`config.mk`:
```
export PLATFORM = sky130hd
export DESIGN_NAME = uart_rx_mon
export DESIGN_NICKNAME = d
export VERILOG_FILES = /design/src/rtl/uart_rx_pkg.sv /design/src/rtl/uart_rx_fifo.sv /design/src/rtl/uart_rx_mon.sv
export SDC_FILE = /design/constraint.sdc
export NUM_CORES = 1
export LEC_CHECK = 0
export CAP_MARGIN = 20
export CORE_MARGIN = 5
export CORE_UTILIZATION = 40
export DETAILED_ROUTE_END_ITERATION = 7
export PLACE_DENSITY = 0.64
export REMOVE_ABC_BUFFERS = 1
export SLEW_MARGIN = 40
export SYNTH_ARGS = -nofsm -noshare
export SYNTH_HDL_FRONTEND = slang
export SYNTH_HIERARCHICAL = 1
export SYNTH_SLANG_ARGS = --single-unit
```
`constraint.sdc`:
```
create_clock -name clk -period 8.9 [get_ports clk]
set_input_delay 0.89 -clock clk [delete_from_list [all_inputs] [get_ports clk]]
set_output_delay 0.89 -clock clk [all_outputs]
set_load 0.02 [all_outputs]
```
`src/rtl/uart_rx_pkg.sv`:
```
// Shared constants and types for the uart_rx_mon receiver and its FIFO.
package uart_rx_pkg;

    localparam int unsigned PAR_NONE = 0;
    localparam int unsigned PAR_ODD  = 1;
    localparam int unsigned PAR_EVEN = 2;

    typedef enum logic [2:0] {
        StIdle,
        StStart,
        StData,
        StParity,
        StStop,
        StWaitHigh
    } rx_state_e;

    // FIFO entry layout: {data, frame error, parity error, break}
    function automatic int unsigned entry_width(input int unsigned data_bits);
        return data_bits + 3;
    endfunction

endpackage

```
`src/rtl/uart_rx_fifo.sv`:
```
// Synchronous show-ahead FIFO; extra pointer bit separates full from empty.
module uart_rx_fifo #(
    parameter int unsigned WIDTH = 11,
    parameter int unsigned DEPTH = 4
) (
    input  logic             clk,
    input  logic             resetn,
    input  logic             wr_en,
    input  logic [WIDTH-1:0] wr_data,
    input  logic             rd_ready,
    output logic [WIDTH-1:0] rd_data,
    output logic             rd_valid,
    output logic             overflow
);

    localparam int unsigned AW = $clog2(DEPTH);

    logic [AW:0]      r_wr_ptr;
    logic [AW:0]      r_rd_ptr;
    logic [WIDTH-1:0] r_mem [DEPTH];

    logic w_empty;
    logic w_full;
    logic w_pop;
    logic w_push;

    assign w_empty  = (r_wr_ptr == r_rd_ptr);
    assign w_full   = (r_wr_ptr[AW] != r_rd_ptr[AW]) &&
                      (r_wr_ptr[AW-1:0] == r_rd_ptr[AW-1:0]);
    assign w_pop    = !w_empty && rd_ready;
    // A pop in the same cycle frees the slot the write lands in.
    assign w_push   = wr_en && (!w_full || w_pop);
    assign overflow = wr_en && w_full && !w_pop;

    assign rd_valid = !w_empty;
    assign rd_data  = r_mem[r_rd_ptr[AW-1:0]];

    always_ff @(posedge clk or negedge resetn) begin
        if (!resetn) begin
            r_wr_ptr <= '0;
            r_rd_ptr <= '0;
            for (int unsigned i = 0; i < DEPTH; i++) begin
                r_mem[i] <= '0;
            end
        end else begin
            if (w_push) begin
                r_mem[r_wr_ptr[AW-1:0]] <= wr_data;
                r_wr_ptr                <= r_wr_ptr + 1'b1;
            end
            if (w_pop) begin
                r_rd_ptr <= r_rd_ptr + 1'b1;
            end
        end
    end

endmodule

```
`src/rtl/uart_rx_mon.sv`:
```
// UART receiver/monitor: mid-bit sampling, runtime divider, framing/parity/break
// flags, and a small receive FIFO behind a valid/ready read port.
module uart_rx_mon
    import uart_rx_pkg::*;
#(
    parameter int unsigned DATA_BITS  = 8,
    parameter int unsigned PARITY     = 0,
    parameter int unsigned STOP_BITS  = 1,
    parameter int unsigned DIV_WIDTH  = 16,
    parameter int unsigned FIFO_DEPTH = 4
) (
    input  logic                 clk,
    input  logic                 resetn,
    input  logic [DIV_WIDTH-1:0] cfg_div,
    input  logic                 rx,
    output logic [DATA_BITS-1:0] rd_data,
    output logic                 rd_err_frame,
    output logic                 rd_err_parity,
    output logic                 rd_break,
    output logic                 rd_valid,
    input  logic                 rd_ready,
    output logic                 overflow,
    output logic                 busy
);

    localparam int unsigned ENTRY_W = entry_width(DATA_BITS);

    logic                 r_rx_meta;
    logic                 r_rxs;
    logic                 r_rxs_prev;

    rx_state_e            r_state,    w_state_next;
    logic [DIV_WIDTH-1:0] r_cnt,      w_cnt_next;
    logic [DIV_WIDTH-1:0] r_div,      w_div_next;
    logic [3:0]           r_bit_idx,  w_bit_idx_next;
    logic                 r_stop_idx, w_stop_idx_next;
    logic [DATA_BITS-1:0] r_shift,    w_shift_next;
    logic                 r_par_bit,  w_par_bit_next;
    logic                 r_ferr,     w_ferr_next;

    logic [DIV_WIDTH-1:0] w_div_eff;
    logic                 w_cnt_zero;
    logic                 w_ferr_now;
    logic                 w_par_xor;
    logic                 w_perr;
    logic                 w_brk;
    logic                 w_push;
    logic [ENTRY_W-1:0]   w_entry;
    logic [ENTRY_W-1:0]   w_head;

    assign w_div_eff  = (cfg_div < DIV_WIDTH'(4)) ? DIV_WIDTH'(4) : cfg_div;
    assign w_cnt_zero = (r_cnt == '0);
    assign w_ferr_now = r_ferr || !r_rxs;
    assign w_par_xor  = (^r_shift) ^ r_par_bit;
    assign w_perr     = (PARITY == PAR_ODD)  ? !w_par_xor :
                        (PARITY == PAR_EVEN) ? w_par_xor  : 1'b0;
    assign w_brk      = (r_shift == '0) && ((PARITY == PAR_NONE) || !r_par_bit) && w_ferr_now;
    assign w_entry    = {r_shift, w_ferr_now, w_perr, w_brk};
    assign busy       = (r_state != StIdle);

    always_ff @(posedge clk or negedge resetn) begin
        if (!resetn) begin
            r_rx_meta  <= 1'b1;
            r_rxs      <= 1'b1;
            r_rxs_prev <= 1'b1;
        end else begin
            r_rx_meta  <= rx;
            r_rxs      <= r_rx_meta;
            r_rxs_prev <= r_rxs;
        end
    end

    always_ff @(posedge clk or negedge resetn) begin
        if (!resetn) begin
            r_state    <= StIdle;
            r_cnt      <= '0;
            r_div      <= '0;
            r_bit_idx  <= '0;
            r_stop_idx <= 1'b0;
            r_shift    <= '0;
            r_par_bit  <= 1'b0;
            r_ferr     <= 1'b0;
        end else begin
            r_state    <= w_state_next;
            r_cnt      <= w_cnt_next;
            r_div      <= w_div_next;
            r_bit_idx  <= w_bit_idx_next;
            r_stop_idx <= w_stop_idx_next;
            r_shift    <= w_shift_next;
            r_par_bit  <= w_par_bit_next;
            r_ferr     <= w_ferr_next;
        end
    end

    always_comb begin
        w_state_next    = r_state;
        w_cnt_next      = r_cnt;
        w_div_next      = r_div;
        w_bit_idx_next  = r_bit_idx;
        w_stop_idx_next = r_stop_idx;
        w_shift_next    = r_shift;
        w_par_bit_next  = r_par_bit;
        w_ferr_next     = r_ferr;
        w_push          = 1'b0;

        case (r_state)
            StIdle: begin
                if (r_rxs_prev && !r_rxs) begin
                    w_cnt_next   = (w_div_eff >> 1) - 1'b1;
                    w_state_next = StStart;
                end
            end
            StStart: begin
                if (!w_cnt_zero) begin
                    w_cnt_next = r_cnt - 1'b1;
                end else if (r_rxs) begin
                    w_state_next = StIdle;
                end else begin
                    // Divider is frozen here for the rest of the frame.
                    w_div_next     = w_div_eff;
                    w_cnt_next     = w_div_eff - 1'b1;
                    w_bit_idx_next = '0;
                    w_par_bit_next = 1'b0;
                    w_ferr_next    = 1'b0;
                    w_state_next   = StData;
                end
            end
            StData: begin
                if (!w_cnt_zero) begin
                    w_cnt_next = r_cnt - 1'b1;
                end else begin
                    w_shift_next = {r_rxs, r_shift[DATA_BITS-1:1]};
                    w_cnt_next   = r_div - 1'b1;
                    if (r_bit_idx == 4'(DATA_BITS - 1)) begin
                        w_stop_idx_next = 1'b0;
                        w_state_next    = (PARITY != PAR_NONE) ? StParity : StStop;
                    end else begin
                        w_bit_idx_next = r_bit_idx + 1'b1;
                    end
                end
            end
            StParity: begin
                if (!w_cnt_zero) begin
                    w_cnt_next = r_cnt - 1'b1;
                end else begin
                    w_par_bit_next = r_rxs;
                    w_cnt_next     = r_div - 1'b1;
                    w_state_next   = StStop;
                end
            end
            StStop: begin
                if (!w_cnt_zero) begin
                    w_cnt_next = r_cnt - 1'b1;
                end else begin
                    w_ferr_next = w_ferr_now;
                    if (r_stop_idx == 1'(STOP_BITS - 1)) begin
                        w_push       = 1'b1;
                        w_state_next = w_ferr_now ? StWaitHigh : StIdle;
                    end else begin
                        w_stop_idx_next = 1'b1;
                        w_cnt_next      = r_div - 1'b1;
                    end
                end
            end
            StWaitHigh: begin
                if (r_rxs) begin
                    w_state_next = StIdle;
                end
            end
            default: begin
                w_state_next = StIdle;
            end
        endcase
    end

    uart_rx_fifo #(
        .WIDTH (ENTRY_W),
        .DEPTH (FIFO_DEPTH)
    ) u_fifo (
        .clk      (clk),
        .resetn   (resetn),
        .wr_en    (w_push),
        .wr_data  (w_entry),
        .rd_ready (rd_ready),
        .rd_data  (w_head),
        .rd_valid (rd_valid),
        .overflow (overflow)
    );

    assign rd_data       = w_head[ENTRY_W-1:3];
    assign rd_err_frame  = w_head[2];
    assign rd_err_parity = w_head[1];
    assign rd_break      = w_head[0];

endmodule

```
==> impl_metrics.env, run 1 <==
export IMPL_ys_flop_type="dfrtp_1"
export IMPL_cts_tree="built"
export IMPL_pwr_share_seq_pct=50.3
export IMPL_final_cell_mix="dfrtp_1 (97), mux2_4 (49), nand2_1 (45)"
export IMPL_drv_cap=0
export IMPL_path_max_fanout=7
export IMPL_fill_cells=1489
export IMPL_portBuffers=33
export IMPL_p_int_mw=0.723
export IMPL_max_freq_mhz=210
export IMPL_synth_largest_area_cell="dfrtp_1"
export IMPL_syn2layout_area_growth_pct=12.1
export IMPL_slew_viol_final=0
export IMPL_die_area_sq_mm=0.0185
export IMPL_finalSetupTns_ps=0
export IMPL_power_share_combinational_pct=12.0
export IMPL_hold_path_class="register to register"
export IMPL_initialDrtViolationCount=551
export IMPL_place_congestion=0.957
export IMPL_synth_avg_cell_area_sq_um=10.9
export IMPL_ctsHoldBuffers=0
export IMPL_cts_sinks=101
export IMPL_syn_inst=586
export IMPL_num_vias=4758
export IMPL_cp_depth=8
export IMPL_finClkSkew_ps=7.70
export IMPL_relSlewSlack_pct=50.1
export IMPL_viasPerCell=5.75
export IMPL_synth_seq_area_share_pct=39.8
export IMPL_power_mw=0.996
export IMPL_crit_chain="inv_1 > ha_1 > or4b_1 > nor3_1 > nand2_1 > nor2_1 > and3_1 > clkdlybuf4s50_1"
export IMPL_post_cts_repair_setup_buffers=0
export IMPL_final_common_cell="dfrtp_1"
export IMPL_start_util_pct=40.3
export IMPL_fin_crit_sh_pct=53.4
export IMPL_num_rows=46
export IMPL_ys_ff_latch=101
export IMPL_critPathKind="register to output port"
export IMPL_finalWirelength_microns=14700
export IMPL_start_kind="register"
export IMPL_synth_area_sq_mm=0.00636
export IMPL_nets=638
export IMPL_htree_levels=3
export IMPL_finalInstanceArea_sq_mm=0.00713
export IMPL_cpPeakStageDelay_ps=620
export IMPL_p_sw_share_pct=27.4
export IMPL_hold_viol=0
export IMPL_place_hpwl_microns=10500
export IMPL_fp_dieW_microns=136
export IMPL_critPathRequiredTime_ps=8010
export IMPL_status="finished clean"
export IMPL_worst_pin_slew_ps=749
export IMPL_clk_pin_slew_ps=70
export IMPL_path_buf_inv=2
export IMPL_diodes=0
export IMPL_synth_edf_count=0
export IMPL_synth_area_leaders="dfrtp_1 (39%), mux2_4 (12%), mux4_2 (3.9%)"
export IMPL_drt_first_pass_iters=5
export IMPL_clk_latency_ps=350
export IMPL_coreArea_sq_mm=0.0158
export IMPL_final_core_util_pct=45.2
export IMPL_cts_resized=0
export IMPL_synth_top_cell_area_share_pct=38.6
export IMPL_grt_max_degree=53
export IMPL_grt_pass1_vias=4746
export IMPL_crit_path_end_kind="output port"
export IMPL_cts_root_buf="clkbuf_16"
export IMPL_power_leakage_nw=3.05
export IMPL_rsz0062_at_grt="no"
export IMPL_p_sw_mw=0.273
export IMPL_antenna_left=0
export IMPL_avgRoutedWirePerCell_microns=17.8
export IMPL_drive_gt1_share_pct=20.6
export IMPL_route_detailed_drc=0
export IMPL_postPlaceCellArea_sq_mm=0.00685
export IMPL_yosysWarnings=6
export IMPL_grt_total_usage_pct=16.5
export IMPL_synthArstFlopShare_pct=100
export IMPL_grt_pass1_wl_microns=24700
export IMPL_crit_arrival_ps=3860
export IMPL_overflow=0
export IMPL_r2r_cells=10
export IMPL_worst_ir_drop_vdd_uv=92.7
export IMPL_ys_types=79
export IMPL_setup_viol=0
export IMPL_die_y_microns=136
export IMPL_cts_buffers=9
export IMPL_p_clk_share_pct=37.8
export IMPL_cts_path_max_buffers=2
export IMPL_holdPathStages=0
export IMPL_fin_crit_ps=4750
export IMPL_slowest_stage="or4b_1"
export IMPL_io_pins=34
export IMPL_antenna_found_initial=0
export IMPL_crit_family="simple AND/OR/NAND/NOR gates"
export IMPL_power_density_mw_per_mm2=140
## power groups by stage
stage	sequential (mW)	combinational, mW	clock [mW]
CTS	0.499	0.118	0.389
global route	0.503	0.131	0.409
detailed placement	0.508	0.117	0
finish	0.501	0.119	0.376
global placement	0.507	0.115	0
floorplan	0.501	0.0721	0
## per-layer routing
layer  wire [microns]  track usage, %  vias to the layer above  share of wire (%)
met4              352            5.71                        0                2.4
li1                 -               -                     2197                  -
met5                0               0                        -                  0
met2             6990            26.9                      184                 48
met3              861            3.55                       39                5.9
met1             6500            21.9                     2338                 44
## cell usage after synthesis (6+ instances only)
cell	number
mux2_2	18
and2_1	9
dfrtp_1	98
nor2_1	44
ha_1	11
nor4_1	16
clkbuf_1	14
a21oi_1	15
nand2_1	45
xnor2_1	21
a22oi_1	6
mux4_2	11
xor2_1	17
mux2_4	49
inv_1	11
o21ai_0	38
buf_6	7
or3_1	6
nand3_1	14
nor3_1	20
## cells by family after synthesis
logic type                 share of synthesized area, %
and+or+nand+nor                                    15.6
xor gates and xnor gates                           6.18
buffers and inverters                              3.72
adders and majority gates                          2.16
muxes                                              19.6
other                                            0.0590
AOI/OAI and AO/OA                                  12.9
DFF                                                39.8
## metrics by stage
stage / hold slack (ps) / setup slack [ps] / cells
5_1_grt: 362 / 3930 / 828
3_3_place_gp: 349 / 4650 / 812
2_1_floorplan: 345 / 5660 / 558
6_report: 359 / 4150 / 828
3_5_place_dp: 351 / 4520 / 812
4_1_cts: 361 / 4130 / 828
## layout make-up
class	count	area [sq um]	share of cell area, %
tap	216	270	3.79
clock inverter	4	30.0	0.421
timing repair buffer	38	365	5.12
sequential	101	2530	35.5
inverter	11	41.3	0.579
clock buffer	12	246	3.46
multi-input combinational	446	3640	51.1
## state kept, by name (all words and copies together), names as in the netlist
signal / count
u_fifo/r_wr_ptr: 3
r_cnt: 16
r_rxs_prev: 1
r_bit_idx: 4
u_fifo/r_rd_ptr: 3
r_rx_meta: 1
r_ferr: 1
r_state: 3
u_fifo/r_mem: 44
r_shift: 8
r_div: 16
r_rxs: 1
## path summary, 6_finish.rpt
path | start | to | slack, ps
worst max-delay path | r_cnt[0]$_DFFE_PN0P_ | overflow | 4150
worst min-delay path | r_rx_meta$_DFF_PN1_ | r_rxs$_DFF_PN1_ | 360
worst max register to register | r_cnt[0]$_DFFE_PN0P_ | u_fifo/r_mem[26]$_DFFE_PN0P_ | 5210
worst min register to register | r_rx_meta$_DFF_PN1_ | r_rxs$_DFF_PN1_ | 360
max in group asynchronous | resetn | u_fifo/r_rd_ptr[0]$_DFFE_PN0P_ | 7210
min in group asynchronous | resetn | u_fifo/r_mem[34]$_DFFE_PN0P_ | 550
Power figures use the tool's default switching activity.
==> inputs of run 2 (changes only) <==
clock period = 4.9 ns   (was 8.9 ns; I/O delays follow)
==> run 2 against run 1 <==
Via count down 1.7%. Critical path type unchanged. Wire length up 1.8%. Non-clock buffer count increased by 1. Largest cell class unchanged. Die area did not move. Critical path depth unchanged. Design area up 0.65%. Register-to-register slack worse by 4000 ps. Setup slack got worse by 3600 ps.
==> impl_metrics.env, run 2 (synthesis results as in run 1) <==
export IMPL_nets=639
export IMPL_hold_path_class="input pin to asynchronous set/reset pin"
export IMPL_htree_levels=3
export IMPL_antenna_left=0
export IMPL_start_kind="register"
export IMPL_grt_use_met3_pct=4.29
export IMPL_setup_viol=0
export IMPL_io_pins=34
export IMPL_finalSetupTns_ps=0
export IMPL_fp_dieW_microns=136
export IMPL_holdWs_ps=41.6
export IMPL_cts_root_buf="clkbuf_16"
export IMPL_top_register="u_fifo/r_mem"
export IMPL_fin_crit_ps=4360
export IMPL_cts_path_max_buffers=2
export IMPL_clk_pin_slew_ps=70
export IMPL_overflow=0
export IMPL_crit_chain="inv_1 > ha_1 > or4b_1 > nor3_1 > nand2_1 > nor2_1 > and3_1 > clkdlybuf4s50_1"
export IMPL_status="finished clean"
export IMPL_grt_max_degree=58
export IMPL_grt_pass1_vias=4688
export IMPL_viasPerCell=5.64
export IMPL_cts_buffers=9
export IMPL_slowest_stage="nor3_1"
export IMPL_p_clk_share_pct=39.7
export IMPL_drv_cap=0
export IMPL_largest_reg_flops=44
export IMPL_place_hpwl_microns=10700
export IMPL_p_sw_mw=0.500
export IMPL_post_cts_repair_setup_buffers=0
export IMPL_stdcell_count=829
export IMPL_crit_family="simple AND/OR/NAND/NOR gates"
export IMPL_hold_viol=0
export IMPL_crit_arrival_ps=3870
export IMPL_final_common_cell="dfrtp_1"
export IMPL_grt_util_met2_pct=27.9
export IMPL_cts_tree="built"
export IMPL_worst_ir_drop_vdd_uv=171
export IMPL_route_detailed_drc=0
export IMPL_portBuffers=33
export IMPL_drt_first_pass_iters=5
export IMPL_antenna_found_initial=0
export IMPL_grt_pass1_wl_microns=24700
export IMPL_p_sw_share_pct=26.8
export IMPL_slew_viol_final=0
export IMPL_use_met1_pct=21.9
export IMPL_die_area_sq_mm=0.0185
export IMPL_diodes=0
export IMPL_crit_path_end_kind="output port"
export IMPL_critPathKind="register to output port"
export IMPL_path_max_fanout=7
export IMPL_power_share_combinational_pct=11.7
export IMPL_worst_pin_slew_ps=759
export IMPL_rsz0062_at_grt="no"
export IMPL_num_rows=46
export IMPL_coreArea_sq_mm=0.0158
export IMPL_place_congestion=0.948
export IMPL_cts_resized=0
export IMPL_finalWirelength_microns=15000
export IMPL_layout_setup_ws_ps=536
export IMPL_max_freq_mhz=229
export IMPL_num_vias=4675
export IMPL_syn2layout_area_growth_pct=12.8
export IMPL_pre_cts_ws_ps=942
export IMPL_relSlewSlack_pct=49.4
export IMPL_drive_gt1_share_pct=20.7
export IMPL_final_cell_mix="dfrtp_1 (97), mux2_4 (49), nand2_1 (45)"
export IMPL_power_density_mw_per_mm2=260
export IMPL_placed_cells=812
export IMPL_avgRoutedWirePerCell_microns=18.1
export IMPL_initialDrtViolationCount=566
export IMPL_pwr_share_seq_pct=48.7
export IMPL_finClkSkew_ps=8.13
export IMPL_ctsHoldBuffers=0
export IMPL_fin_crit_sh_pct=89.1
export IMPL_critPathRequiredTime_ps=4410
export IMPL_grt_total_usage_pct=16.8
export IMPL_top_regs="u_fifo/r_mem: 44 flops, r_cnt: 16 flops, r_div: 16 flops"
export IMPL_die_y_microns=136
export IMPL_path_buf_inv=2
export IMPL_cpPeakStageDelay_ps=630
export IMPL_final_core_util_pct=45.5
export IMPL_cts_sinks=101
export IMPL_clk_latency_ps=350
export IMPL_start_util_pct=40.3
export IMPL_busiest_layer="met2"
export IMPL_power_leakage_nw=3.08
export IMPL_p_int_mw=1.37
==> run 2: cell types whose count changed in the layout (fill, tap and decap cells not counted) <==
cell | before | now
clkinv_2 | 1 | 0
inv_6 | 2 | 1
clkinvlp_4 | 1 | 0
buf_12 | 0 | 1
clkinv_4 | 0 | 2
bufinv_16 | 0 | 1
==> run 2: through the flow <==
step           cell area, sq um  total power, mW
2_1_floorplan              6180             1.04
3_3_place_gp               6850             1.13
3_5_place_dp               6850             1.14
4_1_cts                    7160             1.88
5_1_grt                    7180             1.95
6_report                   7180             1.87
==> run 2: final timing paths <==
| path | startpoint | endpoint | slack, ps | cells after the start |
|---|---|---|---|---|
| worst max-delay path | r_cnt[0]$_DFFE_PN0P_ | overflow | 540 | 8 |
| worst min-delay path | resetn | u_fifo/r_mem[1]$_DFFE_PN0P_ | 40 | 1 |
| worst max register to register | r_cnt[0]$_DFFE_PN0P_ | u_fifo/r_mem[6]$_DFFE_PN0P_ | 1190 | 10 |
| worst min register to register | r_rx_meta$_DFF_PN1_ | r_rxs$_DFF_PN1_ | 360 | 0 |
| max in group asynchronous | resetn | r_cnt[1]$_DFFE_PN0P_ | 3970 | 2 |
| min in group clk | r_rx_meta$_DFF_PN1_ | r_rxs$_DFF_PN1_ | 360 | 0 |
==> run 2: area by class of cell <==
cell class / count / area [sq um]
inverters: 11 / 41.3
clock inverters: 4 / 56.3
fillers: 1467 / 8590
multi-input cells: 446 / 3640
well taps: 216 / 270
clock buffers: 12 / 246
repair buffers: 39 / 385
flip-flops and latches: 101 / 2530
==> run 2: layer usage <==
| metal | vias up | part of all wire (%) |
|---|---|---|
| met5 | - | 0 |
| met4 | 0 | 1.8 |
| met3 | 21 | 5.4 |
| met2 | 164 | 48 |
| met1 | 2289 | 45 |
| li1 | 2201 | - |
==> run 2: power groups by stage <==
stage / sequential, mW / combinational, mW / clock (mW)
after floorplan: 0.911 / 0.131 / 0
after global placement: 0.922 / 0.210 / 0
after detailed placement: 0.922 / 0.213 / 0
after CTS: 0.907 / 0.214 / 0.763
after global routing: 0.913 / 0.239 / 0.797
final: 0.909 / 0.218 / 0.741
==> inputs of run 3 (changes only) <==
==> constraint.sdc (replaced) <==
create_clock -name clk -period 4.9 [get_ports clk]
set_input_delay 0.49 -clock clk [delete_from_list [all_inputs] [get_ports clk]]
set_output_delay 0.49 -clock clk [all_outputs]
set_load 0.01 [all_outputs]
==> run 3 against run 2 <==
Sequential power is essentially flat. Global-route usage shrank 0.082 points. Critical path depth is the same. Via count shrank 0.60%. Flip-flop and latch count is the same. Die area is the same. Critical path type unchanged. Critical endpoint unchanged. Largest power group unchanged. Highest routed layer unchanged.
==> impl_metrics.env, run 3 (synthesis results as in run 1) <==
export IMPL_crit_end="overflow"
export IMPL_relSlewSlack_pct=48.0
export IMPL_overflow=0
export IMPL_finClkSkew_ps=7.12
export IMPL_critPathKind="register to output port"
export IMPL_start_kind="register"
export IMPL_grt_pass1_vias=4649
export IMPL_worst_ir_drop_vdd_uv=184
export IMPL_top_regs="u_fifo/r_mem: 44 flops, r_cnt: 16 flops, r_div: 16 flops"
export IMPL_worst_r2r_setup_slack_ps=1320
export IMPL_antenna_found_initial=0
export IMPL_critPathRequiredTime_ps=4410
export IMPL_grt_total_usage_pct=16.7
export IMPL_antenna_left=0
export IMPL_route_detailed_drc=0
export IMPL_rsz0062_at_grt="no"
export IMPL_viasPerCell=5.61
export IMPL_finalWirelength_microns=14900
export IMPL_final_common_cell="dfrtp_1"
export IMPL_pwr_share_seq_pct=47.8
export IMPL_cts_sinks=101
export IMPL_place_congestion=0.925
export IMPL_crit_start="r_cnt[0]$_DFFE_PN0P_"
export IMPL_hold_path_class="input pin to asynchronous set/reset pin"
export IMPL_drive_gt1_share_pct=20.9
export IMPL_crit_path_end_kind="output port"
export IMPL_htree_levels=3
export IMPL_diodes=0
export IMPL_die_y_microns=136
export IMPL_power_share_combinational_pct=11.4
export IMPL_grt_pass1_wl_microns=24600
export IMPL_nets=639
export IMPL_num_vias=4647
export IMPL_p_int_mw=1.40
export IMPL_portBuffers=33
export IMPL_syn2layout_area_growth_pct=13.0
export IMPL_coreArea_sq_mm=0.0158
export IMPL_p_clk_share_pct=40.8
export IMPL_fp_dieW_microns=136
export IMPL_die_area_sq_mm=0.0185
export IMPL_cts_path_max_buffers=2
export IMPL_final_core_util_pct=45.6
export IMPL_largest_reg_flops=44
export IMPL_hold_viol=0
export IMPL_r2r_end="u_fifo/r_mem[16]$_DFFE_PN0P_"
export IMPL_postPlaceCellArea_sq_mm=0.00686
export IMPL_finalInstanceArea_sq_mm=0.00719
export IMPL_start_util_pct=40.3
export IMPL_power_density_mw_per_mm2=265
export IMPL_grt_max_degree=59
export IMPL_post_cts_repair_setup_buffers=0
export IMPL_num_rows=46
export IMPL_avgRoutedWirePerCell_microns=18.0
export IMPL_status="finished clean"
export IMPL_worst_pin_slew_ps=772
export IMPL_fin_crit_sh_pct=82.6
export IMPL_timing_rr_start="r_cnt[0]$_DFFE_PN0P_"
export IMPL_setup_viol=0
export IMPL_power_leakage_nw=3.08
export IMPL_clk_latency_ps=350
export IMPL_top_register="u_fifo/r_mem"
export IMPL_max_freq_mhz=247
export IMPL_final_cell_mix="dfrtp_1 (97), mux2_4 (49), nand2_1 (45)"
export IMPL_fin_crit_ps=4050
export IMPL_p_sw_share_pct=26.4
export IMPL_cts_buffers=9
export IMPL_ctsHoldBuffers=0
export IMPL_cts_root_buf="clkbuf_16"
export IMPL_cts_tree="built"
export IMPL_finalSetupTns_ps=0
export IMPL_slew_viol_final=0
export IMPL_cts_resized=0
export IMPL_r2r_cells=11
export IMPL_p_sw_mw=0.501
export IMPL_crit_arrival_ps=3560
export IMPL_power_mw=1.90
export IMPL_io_pins=34
export IMPL_drv_cap=0
export IMPL_drt_first_pass_iters=5
export IMPL_path_max_fanout=7
export IMPL_clk_pin_slew_ps=70
export IMPL_place_hpwl_microns=10800
export IMPL_initialDrtViolationCount=417
run 3: worst min-delay path by stage:
stage | slack [ps] | from | end
detailed placement | 350 | r_rx_meta$_DFF_PN1_ | r_rxs$_DFF_PN1_
global route | 120 | resetn | u_fifo/r_mem[34]$_DFFE_PN0P_
global placement | 350 | r_rx_meta$_DFF_PN1_ | r_rxs$_DFF_PN1_
CTS | 220 | resetn | u_fifo/r_mem[34]$_DFFE_PN0P_
finish | 90 | resetn | u_fifo/r_mem[34]$_DFFE_PN0P_
floorplan | 190 | resetn | r_bit_idx[0]$_DFFE_PN0P_
run 3: worst max-delay path, stage by stage (launching register included):
cell	delay, ps
dfrtp_1	410
inv_1	90
ha_1	200
or4b_1	640
nor3_2	430
nand2_1	270
nor2_1	410
and3_1	220
clkdlybuf4s50_1	530
run 3: routing by layer:
metal  part of all wire [%]  GRT usage, %  up-vias
met5                      0             0        -
met4                    1.8          4.70        0
met3                    4.5          3.33       19
met2                     48          27.5      126
met1                     46          22.5     2314
li1                       -             -     2188
run 3: power groups by stage:
stage          logic [mW]  registers, mW  clock network, mW
6_report            0.217          0.909              0.777
2_1_floorplan       0.131          0.911                  0
3_5_place_dp        0.214          0.922                  0
5_1_grt             0.238          0.914              0.829
4_1_cts             0.214          0.907              0.795
3_3_place_gp        0.210          0.922                  0
run 3: area by class of cell:
type / instances / area [sq um]
fill: 1501 / 8580
multi-input combinational: 446 / 3650
sequential: 101 / 2530
timing repair buffer: 39 / 380
tap: 216 / 270
clock buffer: 10 / 229
clock inverter: 5 / 85.1
inverter: 11 / 41.3
run 3: through the flow:
| stage | hold WS (ps) | instances | worst slack (ps) |
|---|---|---|---|
| floorplan | 194 | 558 | 1960 |
| global route | 118 | 828 | 648 |
| global placement | 348 | 811 | 1010 |
| CTS | 219 | 828 | 574 |
| detailed placement | 349 | 813 | 921 |
| finish | 87.5 | 828 | 853 |
